### src/rtl/ulx3s_pll_phase_ctrl_if.sv
// Request/response handshake between the SDRAM calibration logic and the
// EHXPLLL dynamic phase-shift controller.
interface ulx3s_pll_phase_ctrl_if;
  logic       req_valid;
  logic       req_ready;
  logic       req_target;
  logic       req_dir;
  logic [7:0] req_count;
  logic       busy;
  logic       done;
  logic       err;

  modport master (
    output req_valid, req_target, req_dir, req_count,
    input  req_ready, busy, done, err
  );

  modport slave (
    input  req_valid, req_target, req_dir, req_count,
    output req_ready, busy, done, err
  );
endinterface

### src/rtl/ulx3s_pll_phase_ctrl.sv
// Steps CLKOS/CLKOS2 of the ECP5 EHXPLLL via PHASESEL/DIR/STEP and tracks the
// resulting phase position of each output; runs in the PLL clkIO domain.
module ulx3s_pll_phase_ctrl #(
  parameter int unsigned SETUP_CYCLES    = 2,
  parameter int unsigned PULSE_CYCLES    = 4,
  parameter int unsigned GAP_CYCLES      = 8,
  parameter int unsigned STEPS_PER_CYCLE = 48,
  parameter int unsigned LOCK_CYCLES     = 16,
  localparam int unsigned PW             = $clog2(STEPS_PER_CYCLE)
) (
  input  logic                   clk_i,
  input  logic                   rst_i,
  input  logic                   locked_i,
  ulx3s_pll_phase_ctrl_if.slave  req_if,
  output logic                   pll_ready_o,
  output logic [PW-1:0]          pos_clkos_o,
  output logic [PW-1:0]          pos_clkos2_o,
  output logic [1:0]             pll_phasesel_o,
  output logic                   pll_phasedir_o,
  output logic                   pll_phasestep_o,
  output logic                   pll_phaseloadreg_o
);

  localparam int unsigned LW = $clog2(LOCK_CYCLES + 1);

  typedef enum logic [2:0] {
    S_WAITLOCK,
    S_IDLE,
    S_SETUP,
    S_PULSE,
    S_GAP,
    S_DONE
  } state_e;

  logic          lock_s1_q, lock_s2_q;
  logic [LW-1:0] lock_cnt_q, lock_cnt_d;
  logic          pll_ready_q;

  state_e        state_q;
  logic [7:0]    tmr_q;
  logic [7:0]    remaining_q;
  logic          target_q, dir_q;
  logic [PW-1:0] pos0_q, pos1_q;
  logic          step_q;
  logic          ready_q, busy_q, done_q, err_q;

  function automatic logic [PW-1:0] step_pos(input logic [PW-1:0] p, input logic dir);
    if (dir) return (p == PW'(STEPS_PER_CYCLE - 1)) ? '0 : p + PW'(1);
    else     return (p == '0) ? PW'(STEPS_PER_CYCLE - 1) : p - PW'(1);
  endfunction

  always_comb begin
    lock_cnt_d = lock_cnt_q;
    if (!lock_s2_q)                            lock_cnt_d = '0;
    else if (lock_cnt_q != LW'(LOCK_CYCLES))   lock_cnt_d = lock_cnt_q + LW'(1);
  end

  always_ff @(posedge clk_i or posedge rst_i) begin
    if (rst_i) begin
      lock_s1_q   <= 1'b0;
      lock_s2_q   <= 1'b0;
      lock_cnt_q  <= '0;
      pll_ready_q <= 1'b0;
    end else begin
      lock_s1_q   <= locked_i;
      lock_s2_q   <= lock_s1_q;
      lock_cnt_q  <= lock_cnt_d;
      pll_ready_q <= (lock_cnt_d == LW'(LOCK_CYCLES));
    end
  end

  always_ff @(posedge clk_i or posedge rst_i) begin
    if (rst_i) begin
      state_q     <= S_WAITLOCK;
      tmr_q       <= '0;
      remaining_q <= '0;
      target_q    <= 1'b0;
      dir_q       <= 1'b0;
      pos0_q      <= '0;
      pos1_q      <= '0;
      step_q      <= 1'b1;
      ready_q     <= 1'b0;
      busy_q      <= 1'b0;
      done_q      <= 1'b0;
      err_q       <= 1'b0;
    end else begin
      done_q <= 1'b0;
      err_q  <= 1'b0;
      if (!lock_s2_q) begin
        state_q <= S_WAITLOCK;
        tmr_q   <= '0;
        pos0_q  <= '0;
        pos1_q  <= '0;
        step_q  <= 1'b1;
        ready_q <= 1'b0;
        busy_q  <= 1'b0;
        err_q   <= (state_q != S_IDLE) && (state_q != S_WAITLOCK);
      end else begin
        case (state_q)
          S_WAITLOCK: begin
            if (pll_ready_q) begin
              state_q <= S_IDLE;
              ready_q <= 1'b1;
            end
          end
          S_IDLE: begin
            if (req_if.req_valid && ready_q) begin
              target_q    <= req_if.req_target;
              dir_q       <= req_if.req_dir;
              remaining_q <= req_if.req_count;
              ready_q     <= 1'b0;
              busy_q      <= 1'b1;
              tmr_q       <= '0;
              state_q     <= (req_if.req_count == '0) ? S_DONE : S_SETUP;
            end else begin
              ready_q <= 1'b1;
            end
          end
          S_SETUP: begin
            if (tmr_q == 8'(SETUP_CYCLES - 1)) begin
              tmr_q   <= '0;
              step_q  <= 1'b0;
              state_q <= S_PULSE;
            end else begin
              tmr_q <= tmr_q + 8'd1;
            end
          end
          S_PULSE: begin
            if (tmr_q == 8'(PULSE_CYCLES - 1)) begin
              tmr_q       <= '0;
              step_q      <= 1'b1;
              state_q     <= S_GAP;
              remaining_q <= remaining_q - 8'd1;
              if (target_q) pos1_q <= step_pos(pos1_q, dir_q);
              else          pos0_q <= step_pos(pos0_q, dir_q);
            end else begin
              tmr_q <= tmr_q + 8'd1;
            end
          end
          S_GAP: begin
            if (tmr_q == 8'(GAP_CYCLES - 1)) begin
              tmr_q   <= '0;
              state_q <= (remaining_q != '0) ? S_SETUP : S_DONE;
            end else begin
              tmr_q <= tmr_q + 8'd1;
            end
          end
          S_DONE: begin
            // ready_q stays low here so it rises one edge after the done pulse.
            done_q  <= 1'b1;
            busy_q  <= 1'b0;
            state_q <= S_IDLE;
          end
          default: state_q <= S_WAITLOCK;
        endcase
      end
    end
  end

  assign req_if.req_ready  = ready_q;
  assign req_if.busy       = busy_q;
  assign req_if.done       = done_q;
  assign req_if.err        = err_q;

  assign pll_ready_o        = pll_ready_q;
  assign pos_clkos_o        = pos0_q;
  assign pos_clkos2_o       = pos1_q;
  assign pll_phasesel_o     = {1'b0, target_q};
  assign pll_phasedir_o     = dir_q;
  assign pll_phasestep_o    = step_q;
  assign pll_phaseloadreg_o = 1'b1;

endmodule

### src/flat_wrapper.sv
// flat-port wrapper written by rule: the top's interface ports become plain ports
module ulx3s_pll_phase_ctrl_flat 
#(
  parameter int unsigned SETUP_CYCLES    = 2,
  parameter int unsigned PULSE_CYCLES    = 4,
  parameter int unsigned GAP_CYCLES      = 8,
  parameter int unsigned STEPS_PER_CYCLE = 48,
  parameter int unsigned LOCK_CYCLES     = 16,
  localparam int unsigned PW             = $clog2(STEPS_PER_CYCLE)
)
  (clk_i, rst_i, locked_i, pll_ready_o, pos_clkos_o, pos_clkos2_o, pll_phasesel_o, pll_phasedir_o, pll_phasestep_o, pll_phaseloadreg_o, req_if_req_valid, req_if_req_target, req_if_req_dir, req_if_req_count, req_if_req_ready, req_if_busy, req_if_done, req_if_err);
  ulx3s_pll_phase_ctrl_if req_if_i ();
  input  logic clk_i;
  input  logic rst_i;
  input  logic locked_i;
  output logic pll_ready_o;
  output logic [PW-1:0] pos_clkos_o;
  output logic [PW-1:0] pos_clkos2_o;
  output logic [1:0] pll_phasesel_o;
  output logic pll_phasedir_o;
  output logic pll_phasestep_o;
  output logic pll_phaseloadreg_o;
  input wire logic [$bits(req_if_i.req_valid)-1:0] req_if_req_valid;
  input wire logic [$bits(req_if_i.req_target)-1:0] req_if_req_target;
  input wire logic [$bits(req_if_i.req_dir)-1:0] req_if_req_dir;
  input wire logic [$bits(req_if_i.req_count)-1:0] req_if_req_count;
  output wire logic [$bits(req_if_i.req_ready)-1:0] req_if_req_ready;
  output wire logic [$bits(req_if_i.busy)-1:0] req_if_busy;
  output wire logic [$bits(req_if_i.done)-1:0] req_if_done;
  output wire logic [$bits(req_if_i.err)-1:0] req_if_err;
  assign req_if_i.req_valid = req_if_req_valid;
  assign req_if_i.req_target = req_if_req_target;
  assign req_if_i.req_dir = req_if_req_dir;
  assign req_if_i.req_count = req_if_req_count;
  assign req_if_req_ready = req_if_i.req_ready;
  assign req_if_busy = req_if_i.busy;
  assign req_if_done = req_if_i.done;
  assign req_if_err = req_if_i.err;
  ulx3s_pll_phase_ctrl #(.SETUP_CYCLES(SETUP_CYCLES), .PULSE_CYCLES(PULSE_CYCLES), .GAP_CYCLES(GAP_CYCLES), .STEPS_PER_CYCLE(STEPS_PER_CYCLE), .LOCK_CYCLES(LOCK_CYCLES)) u_core (.clk_i(clk_i), .rst_i(rst_i), .locked_i(locked_i), .req_if(req_if_i), .pll_ready_o(pll_ready_o), .pos_clkos_o(pos_clkos_o), .pos_clkos2_o(pos_clkos2_o), .pll_phasesel_o(pll_phasesel_o), .pll_phasedir_o(pll_phasedir_o), .pll_phasestep_o(pll_phasestep_o), .pll_phaseloadreg_o(pll_phaseloadreg_o));
endmodule
### config.mk
export PLATFORM = sky130hd
export DESIGN_NAME = ulx3s_pll_phase_ctrl_flat
export DESIGN_NICKNAME = d
export VERILOG_FILES = /design/src/rtl/ulx3s_pll_phase_ctrl_if.sv /design/src/rtl/ulx3s_pll_phase_ctrl.sv /design/src/flat_wrapper.sv
export SDC_FILE = /design/constraint.sdc
export NUM_CORES = 1
export LEC_CHECK = 0
export ABC_AREA = 1
export CORE_MARGIN = 1.5
export CORE_UTILIZATION = 45
export CTS_BUF_LIST = sky130_fd_sc_hd__clkbuf_16
export DETAILED_ROUTE_END_ITERATION = 6
export GPL_TIMING_DRIVEN = 1
export HOLD_SLACK_MARGIN = 0.08
export MAX_ROUTING_LAYER = met4
export PLACE_DENSITY = 0.66
export REMOVE_ABC_BUFFERS = 1
export SKIP_LAST_GASP = 1
export SYNTH_ARGS = -nofsm -noshare
export SYNTH_HDL_FRONTEND = slang
export SYNTH_SLANG_ARGS = --single-unit
### constraint.sdc
create_clock -name clk_i -period 1.8 [get_ports clk_i]
set_input_delay 0.36 -clock clk_i [delete_from_list [all_inputs] [get_ports clk_i]]
set_output_delay 0.36 -clock clk_i [all_outputs]
set_load 0.02 [all_outputs]
---- Yosys cells after proc, flatten, opt, wreduce, memory -nomap -nowiden ----
Index checks and enable logic that the tools add are counted.
storage, ports and cells
  register bits ........................... 46
  output and inout bits ................... 22
cells by class
  reduce and logical (&&, ||, !) cells .... 18
  multiplexer cells ....................... 48
  eq/ne operators ......................... 28
  add/subtract/negate cells ............... 7
operators by type and width
  operator                                                               count
  6-bit two-way mux                                                      14
  8-bit two-way mux                                                      7
  8-bit case mux with 4 select lines                                     1
  3-bit two-way mux                                                      8
  3-bit != test, second input constant                                   8
  3-bit case mux with 6 select lines                                     1
  8-bit case mux with 2 select lines                                     1
  6-bit by 1-bit adder with 6-bit output, second input constant          2
  6-bit equality test, second input constant                             2
  6-bit logical NOT                                                      2
  3-bit AND reduction                                                    4
  6-bit by 1-bit subtractor with 6-bit output, second input constant     2
  1-bit two-way mux                                                      11
  5-bit two-way mux                                                      2
  5-bit != test, second input constant                                   2
  8-bit by 1-bit adder with 8-bit output, second input constant          1
  8-bit by 1-bit equality test with 1-bit output, second input constant  1
  8-bit by 2-bit equality test with 1-bit output, second input constant  1
  8-bit by 3-bit equality test with 1-bit output, second input constant  1
  8-bit logical NOT                                                      1
  2-bit != test, second input constant                                   4
  8-bit nonzero test                                                     1
  8-bit by 1-bit subtractor with 8-bit output, second input constant     1
  3-bit by 2-bit equality test with 1-bit output, second input constant  2
  other kinds (14)                                                       21

---- Longest topological paths before layout ----
Gate-level depths: netlist of the first run.
  word-level depth ........................ 7
  mapped depth ............................ 11
  mapped depth without buffers ............ 11

---- Least setup slack after synthesis of the first run ----
No wires, ideal clock.
  kind .................................... reg-to-reg
  start ................................... register u_core.pos1_q[1] (netlist: u_core.pos_clkos2_o[1])
  end ..................................... register u_core.pos1_q[5] (netlist: u_core.pos_clkos2_o[5])
  slack ................................... 0.368 ns
  clock period less this slack ............ 1.432 ns
  stages on the path, launching flop included .. 9
  arrival ................................. 1.314 ns
  path through ............................ dfrtp_1 ha_1 nand2_1 nor2_1 nand3_1 nand3_1 nand3_1 nand3b_1 nand2_1
on the way
  cells in the longest elaborated chain, start to end .. 7
  elaborated cells between the ends (all ways) .. 11
  classes of those cells .................. 2 x add/sub; 1 x eq/ne; 7 x mux; 1 x reduce/logical
RTL lines
  element                                                                    RTL line                                                source
  start, declared                                                            ulx3s_pll_phase_ctrl.sv:43                              logic [PW-1:0] pos0_q, pos1_q;
  start signal, assigned                                                     ulx3s_pll_phase_ctrl.sv:134                             if (target_q) pos1_q <= step_pos(pos1_q, dir_q);
  6-bit by 1-bit subtractor with 6-bit output, or another cell as far along  ulx3s_pll_phase_ctrl.sv:49                              else return (p == '0) ? PW'(STEPS_PER_CYCLE - 1) : p - PW'(1);
  6-bit two-way mux, on equally long branches                                ulx3s_pll_phase_ctrl.sv:49, ulx3s_pll_phase_ctrl.sv:48
  6-bit two-way mux (*)                                                      ulx3s_pll_phase_ctrl.sv:48                              if (dir) return (p == PW'(STEPS_PER_CYCLE - 1)) ? '0 : p + PW'(1);
  6-bit two-way mux (*)                                                      ulx3s_pll_phase_ctrl.sv:134
  6-bit two-way mux (*)                                                      ulx3s_pll_phase_ctrl.sv:129                             if (tmr_q == 8'(PULSE_CYCLES - 1)) begin
  6-bit two-way mux (*)                                                      ulx3s_pll_phase_ctrl.sv:99                              case (state_q)
  6-bit two-way mux (*)                                                      ulx3s_pll_phase_ctrl.sv:89                              if (!lock_s2_q) begin
Every way passes the cells marked *; elsewhere a longest branch is shown, timed or not. The select of a mux whose other input is x is not followed.
A chain may end at the register's enable or synchronous reset.

---- Final worst setup path of the first run ----
  start ................................... register u_core.pos1_q[0] (netlist: u_core.pos_clkos2_o[0])
  end ..................................... output port pos_clkos2_o[0]
RTL lines
  element        RTL line            source
  end, declared  flat_wrapper.sv:18  output logic [PW-1:0] pos_clkos2_o;
No word-level cell between the ends.

==> flow_metrics.tcl, run 1 <==
set metrics [dict create \
    cts.clk_slew.worst_paths_ns 0.07 \
    gp_congestion 0.912 \
    crit_chain "clkdlybuf4s50_1" \
    slew_headroom 0.609 \
    nNetsFinal 540 \
    worst_path_largest_cell_delay_ns 0.65 \
    layout-drive-gt1-share 0.0720 \
    n_antenna_cell 0 \
    rows 30 \
    drtAntennaViolNets 0 \
    dpl_cell_area_mm2 0.00367 \
    ir_worst_vdd_mv 0.526 \
    start_util 0.470 \
    cp_max_fo 6 \
    final_common_cell "nand2_1" \
    die_area_mm2 0.00765 \
    grt_pass1_vias 2852 \
    synth.ff_latch_count 46 \
    syn_area_mm2 0.00321 \
    cts_max_level 2 \
    pin_count 36 \
    startpoint_type "flop" \
    wire_per_inst_um 12.1 \
    synth-seq-area-share 0.359 \
    cts_resized 0 \
    mostFrequentLayoutCells "nand2_1, inv_1, nor2_1" \
    grt_setup_unrepaired "false" \
    slew_viol_final 0 \
    die_w_um 87.5 \
    p_leak_nw 2.04 \
    tightestPinTransition_ns 0.584 \
    dpl.hpwl_um 5600 \
    skew_ns 0.00850 \
    cellPowerDensity_mw_per_mm2 958 \
    dr_total_vias 3071 \
    drt_wl_total_um 7360 \
    cp-startpoint "u_core.pos_clkos2_o[0]" \
    cts_tree "done" \
    numCtsBuffers 5 \
    postCtsSetupBuffers 0 \
    setup_violations 0 \
    insertion_delay_ns 0.29 \
    slowest_stage "clkdlybuf4s50_1" \
    syn_to_final_growth_pct 19.7 \
    syn-instance-count 475 \
    nFillCells 681 \
    finalCritPeriodShare 0.972 \
    cp_data_required_time_ns 1.44 \
    drc 0 \
    cap_viol_max_count 0 \
    yosys_warnings 0 \
    cts_hold_buf 0 \
    synth_area_per_cell_um2 6.76 \
    drt-vias-per-instance 5.03 \
    cp_top_family "buffers and inverters" \
    coreArea_mm2 0.00683 \
    antenna_found_initial 0 \
    drtPass1Iterations 4 \
    critical_path_class "flop to output pin" \
    grt_max_degree 19 \
    hold_path_class "primary input to async pin" \
    ys_types 34 \
    rr_startpoint "u_core.state_q[2]" \
    period_needed_ns 1.75 \
    clock_sinks 46 \
    die_h_um 87.5 \
    grt_pass1_wl_um 12800 \
    tns_ns 0 \
    grt_overflow 0 \
    critical_path_arrival_ns 1.39 \
    root_buffer "clkbuf_16" \
    instances_no_fill 610 \
    end_kind "output pin" \
    clk_path_buf_depth 2 \
    drtIter0Drc 178 \
    grt_use_total 0.218 \
    stdcell_area_mm2 0.00384 \
    numPlacedInstances 602 \
    io_buffers 33 \
    status "complete, no violations" \
    hold_viol 0 \
    timing.fmax_mhz 571 \
    crit_buf_inv 1 \
]
[through the flow]
stage                     hold slack, ns  power, mW   util  worst slack [ns]
after floorplan                    0.331       2.24      -             0.256
after global placement             0.333       2.64  0.537             0.166
after detailed placement           0.339       2.67  0.537             0.129
after CTS                          0.325       3.70  0.561           0.00250
after global routing               0.351       3.95  0.563           0.00613
final                              0.320       3.68  0.563            0.0499
[per-layer routing]
metal	track usage	share of wire	vias up
met3	0.0313	0.032	8
met1	0.280	0.48	1404
li1	-	-	1598
met4	0.0491	0.010	0
met2	0.363	0.48	61
met5	-	0	-
[where the power goes]
group	leakage (nW)	switching [mW]	internal, mW
combinational	1.35	0.823	0.481
sequential	0.604	0.149	1.20
clock	0.0864	0.384	0.646
total	2.04	1.36	2.33
[state kept, by name, summed over array words and instances (netlist names)]
signal	count
u_core.req_if.req_ready	1
u_core.remaining_q	8
u_core.pos_clkos2_o	6
u_core.target_q	1
u_core.req_if.busy	1
u_core.lock_s1_q	1
u_core.lock_cnt_q	5
u_core.tmr_q	8
u_core.req_if.err	1
u_core.req_if.done	1
u_core.pos_clkos_o	6
u_core.pll_phasestep_o	1
u_core.lock_s2_q	1
u_core.pll_ready_o	1
u_core.state_q	3
u_core.pll_phasedir_o	1
[cell families (layout without fill, tap and decap cells)]
kind of cell / count (synthesis) / after routing / share of synthesized area
and+or+nand+nor: 268 / 268 / 0.357
buffers and inverters: 74 / 113 / 0.0974
AOI/OAI and AO/OA: 63 / 63 / 0.109
DFF: 46 / 46 / 0.359
adders and majority gates: 13 / 13 / 0.0506
xor gates and xnor gates: 9 / 9 / 0.0245
other: 2 / 2 / 0.00234
[cell type report]
type	instances	area [µm²]	share of cell area
clock inverter	3	37.5	0.00976
sequential	46	1150	0.300
inverter	62	233	0.0605
multi-input combinational	355	1750	0.454
tap	96	120	0.0312
clock buffer	5	125	0.0325
timing repair buffer	43	430	0.112
[worst paths after layout]
check | end | slack, ns | cells after the start
max | pos_clkos2_o[0] | 0.05 | 1
min in group clk_i | u_core.lock_s2_q | 0.35 | 0
min | u_core.lock_cnt_q[0] | 0.32 | 2
max reg2reg | u_core.remaining_q[3] | 0.21 | 7
min reg2reg | u_core.lock_s2_q | 0.35 | 0
max in group asynchronous | u_core.remaining_q[4] | 1.04 | 3
[cells in the mapped netlist]
cell type  instances  area [µm²]
buf_2              4        20.0
nand3_2            1        10.0
a21boi_0           1        7.51
o22ai_1            2        12.5
o2111ai_1          1        8.76
buf_6              1        11.3
nand3b_1           4        30.0
o21ai_1            4        20.0
nor2_4             2        22.5
dfstp_2            1        26.3
nand2_4            1        11.3
dfrtp_1           45        1130
xnor2_1            1        8.76
o211ai_1           4        30.0
xor2_1             8        70.1
nand3_1           44         220
o21ai_0           33         165
a21oi_2            2        17.5
nor2_2             4        25.0
a31oi_1            4        25.0
nor2_1            55         206
clkbuf_1           3        11.3
o21ai_2            1        8.76
buf_8              1        15.0
nor3_1             2        10.0
ha_1              13         163
a21oi_1           11        55.1
inv_2              6        22.5
nand4_1           10        62.6
nand2_2            2        12.5
conb_1             2        7.51
nand2_1          143         537
inv_1             56         210
buf_4              3        22.5
Power figures use the tool's default switching activity.
==> run 2, diff against run 1 <==
Settings changed: SLEW_MARGIN set to 20.
==> results of run 2 <==
Final layout, timing and power as in run 1 (identical DEF).
==> run 3, diff against run 2 <==
Settings changed: ABC_CLOCK_PERIOD_IN_PS set to 1800, SETUP_SLACK_MARGIN set to 0.02.
==> run 3 against run 2 <==
Setup slack gained 0.049 ns. Fmax increased by 2.9%. Power is essentially flat. Die area unchanged. Critical endpoint is now pos_clkos_o[0].
==> flow_metrics.tcl, run 3 (synthesized netlist as in run 1, its figures left out) <==
set metrics [dict create \
    status "complete, no violations" \
    drtAntennaViolNets 0 \
    cellPowerDensity_mw_per_mm2 958 \
    numPlacedInstances 602 \
    numCtsBuffers 5 \
    setup_violations 0 \
    finalPower_mw 3.68 \
    die_w_um 87.5 \
    drt-vias-per-instance 5.04 \
    tns_ns 0 \
    cap_viol_max_count 0 \
    grt_setup_unrepaired "false" \
    crit_end "pos_clkos_o[0]" \
    reg2reg_depth 7 \
    grt_pass1_vias 2848 \
    pin_count 36 \
    root_buffer "clkbuf_16" \
    slew_viol_final 0 \
    cts_resized 3 \
    critical_path_arrival_ns 1.34 \
    startpoint_type "flop" \
    clk_path_buf_depth 2 \
    cts_hold_buf 0 \
    insertion_delay_ns 0.29 \
    finalCritPeriodShare 0.945 \
    fin_ws_ns 0.0993 \
    dr_total_vias 3074 \
    final_common_cell "nand2_1" \
    tightestPinTransition_ns 0.584 \
    layout-drive-gt1-share 0.0720 \
    coreArea_mm2 0.00683 \
    fin_util 0.563 \
    postCtsSetupBuffers 0 \
    drtPass1Iterations 4 \
    die_area_mm2 0.00765 \
    cp_max_fo 6 \
    drc 0 \
    n_antenna_cell 0 \
    drt_wl_total_um 7380 \
    end_kind "output pin" \
    grt_use_total 0.217 \
    syn_to_final_growth_pct 19.7 \
    dpl.hpwl_um 5600 \
    cp_top_family "buffers and inverters" \
    slew_headroom 0.609 \
    slowest_stage "clkdlybuf4s50_1" \
    gp_congestion 0.912 \
    worst_path_largest_cell_delay_ns 0.63 \
    die_h_um 87.5 \
    period_needed_ns 1.70 \
    antenna_found_initial 0 \
    wire_per_inst_um 12.1 \
    crit_chain "clkdlybuf4s50_1" \
    nNetsFinal 540 \
    ir_worst_vdd_mv 0.526 \
    r2r-end "u_core.remaining_q[3]" \
    dpl_cell_area_mm2 0.00367 \
    crit_buf_inv 1 \
    cp_data_required_time_ns 1.44 \
    p_leak_nw 2.08 \
    timing.fmax_mhz 588 \
    grt_max_degree 19 \
    grt_pass1_wl_um 12800 \
    grt_overflow 0 \
    hold_path_class "primary input to async pin" \
    rows 30 \
    hold-worst-slack_ns 0.320 \
    rr_startpoint "u_core.state_q[2]" \
    rrSetupSlack_ns 0.21 \
    cts_max_level 2 \
    largestRegisters "u_core.remaining_q x8, u_core.tmr_q x8" \
    skew_ns 0.00850 \
    cp-startpoint "u_core.pos_clkos_o[0]" \
    clock_sinks 46 \
    dp_slack_ns 0.129 \
    hold_viol 0 \
    drtIter0Drc 176 \
    mostFrequentLayoutCells "nand2_1, inv_1, nor2_1" \
    io_buffers 33 \
    instances_no_fill 610 \
    start_util 0.470 \
    cts_tree "done" \
    cts.clk_slew.worst_paths_ns 0.07 \
    stdcell_area_mm2 0.00384 \
    path_depth 1 \
    critical_path_class "flop to output pin" \
]
[run 3: cell types whose count changed in the layout (fill, tap and decap cells not counted)]
cell             before  now
dlymetal6s2s_1        5    6
o21ai_1               4    5
dlygate4sd2_1         0    3
clkdlybuf4s50_1      28   24
o21ai_0              33   32
[run 3: power breakdown]
| part | total, mW | switching, mW | internal (mW) |
|---|---|---|---|
| Combinational | 1.30 | 0.824 | 0.479 |
| Clock | 1.03 | 0.384 | 0.646 |
| Sequential | 1.35 | 0.149 | 1.20 |
[run 3: worst min-delay path by stage]
stage | cells past startpoint | endpoint | slack, ns
6_report | 2 | u_core.lock_cnt_q[0] | 0.32
2_1_floorplan | 0 | u_core.lock_s2_q | 0.33
3_5_place_dp | 0 | u_core.lock_s2_q | 0.34
4_1_cts | 2 | u_core.lock_cnt_q[0] | 0.32
3_3_place_gp | 0 | u_core.lock_s2_q | 0.33
5_1_grt | 2 | u_core.req_if.req_ready | 0.35
[run 3: final cells by class]
class,instances,area (µm²)
repair buffers,43,429
flip-flops and latches,46,1150
multi-input cells,355,1750
inverters,62,233
well taps,96,120
fillers,682,2990
clock buffers,5,125
clock inverters,3,37.5
[run 3: routing by layer]
layer | part of all wire | GRT usage
met1 | 0.48 | 0.280
met2 | 0.48 | 0.363
met3 | 0.032 | 0.0313
met4 | 0.010 | 0.0491
met5 | 0 | -
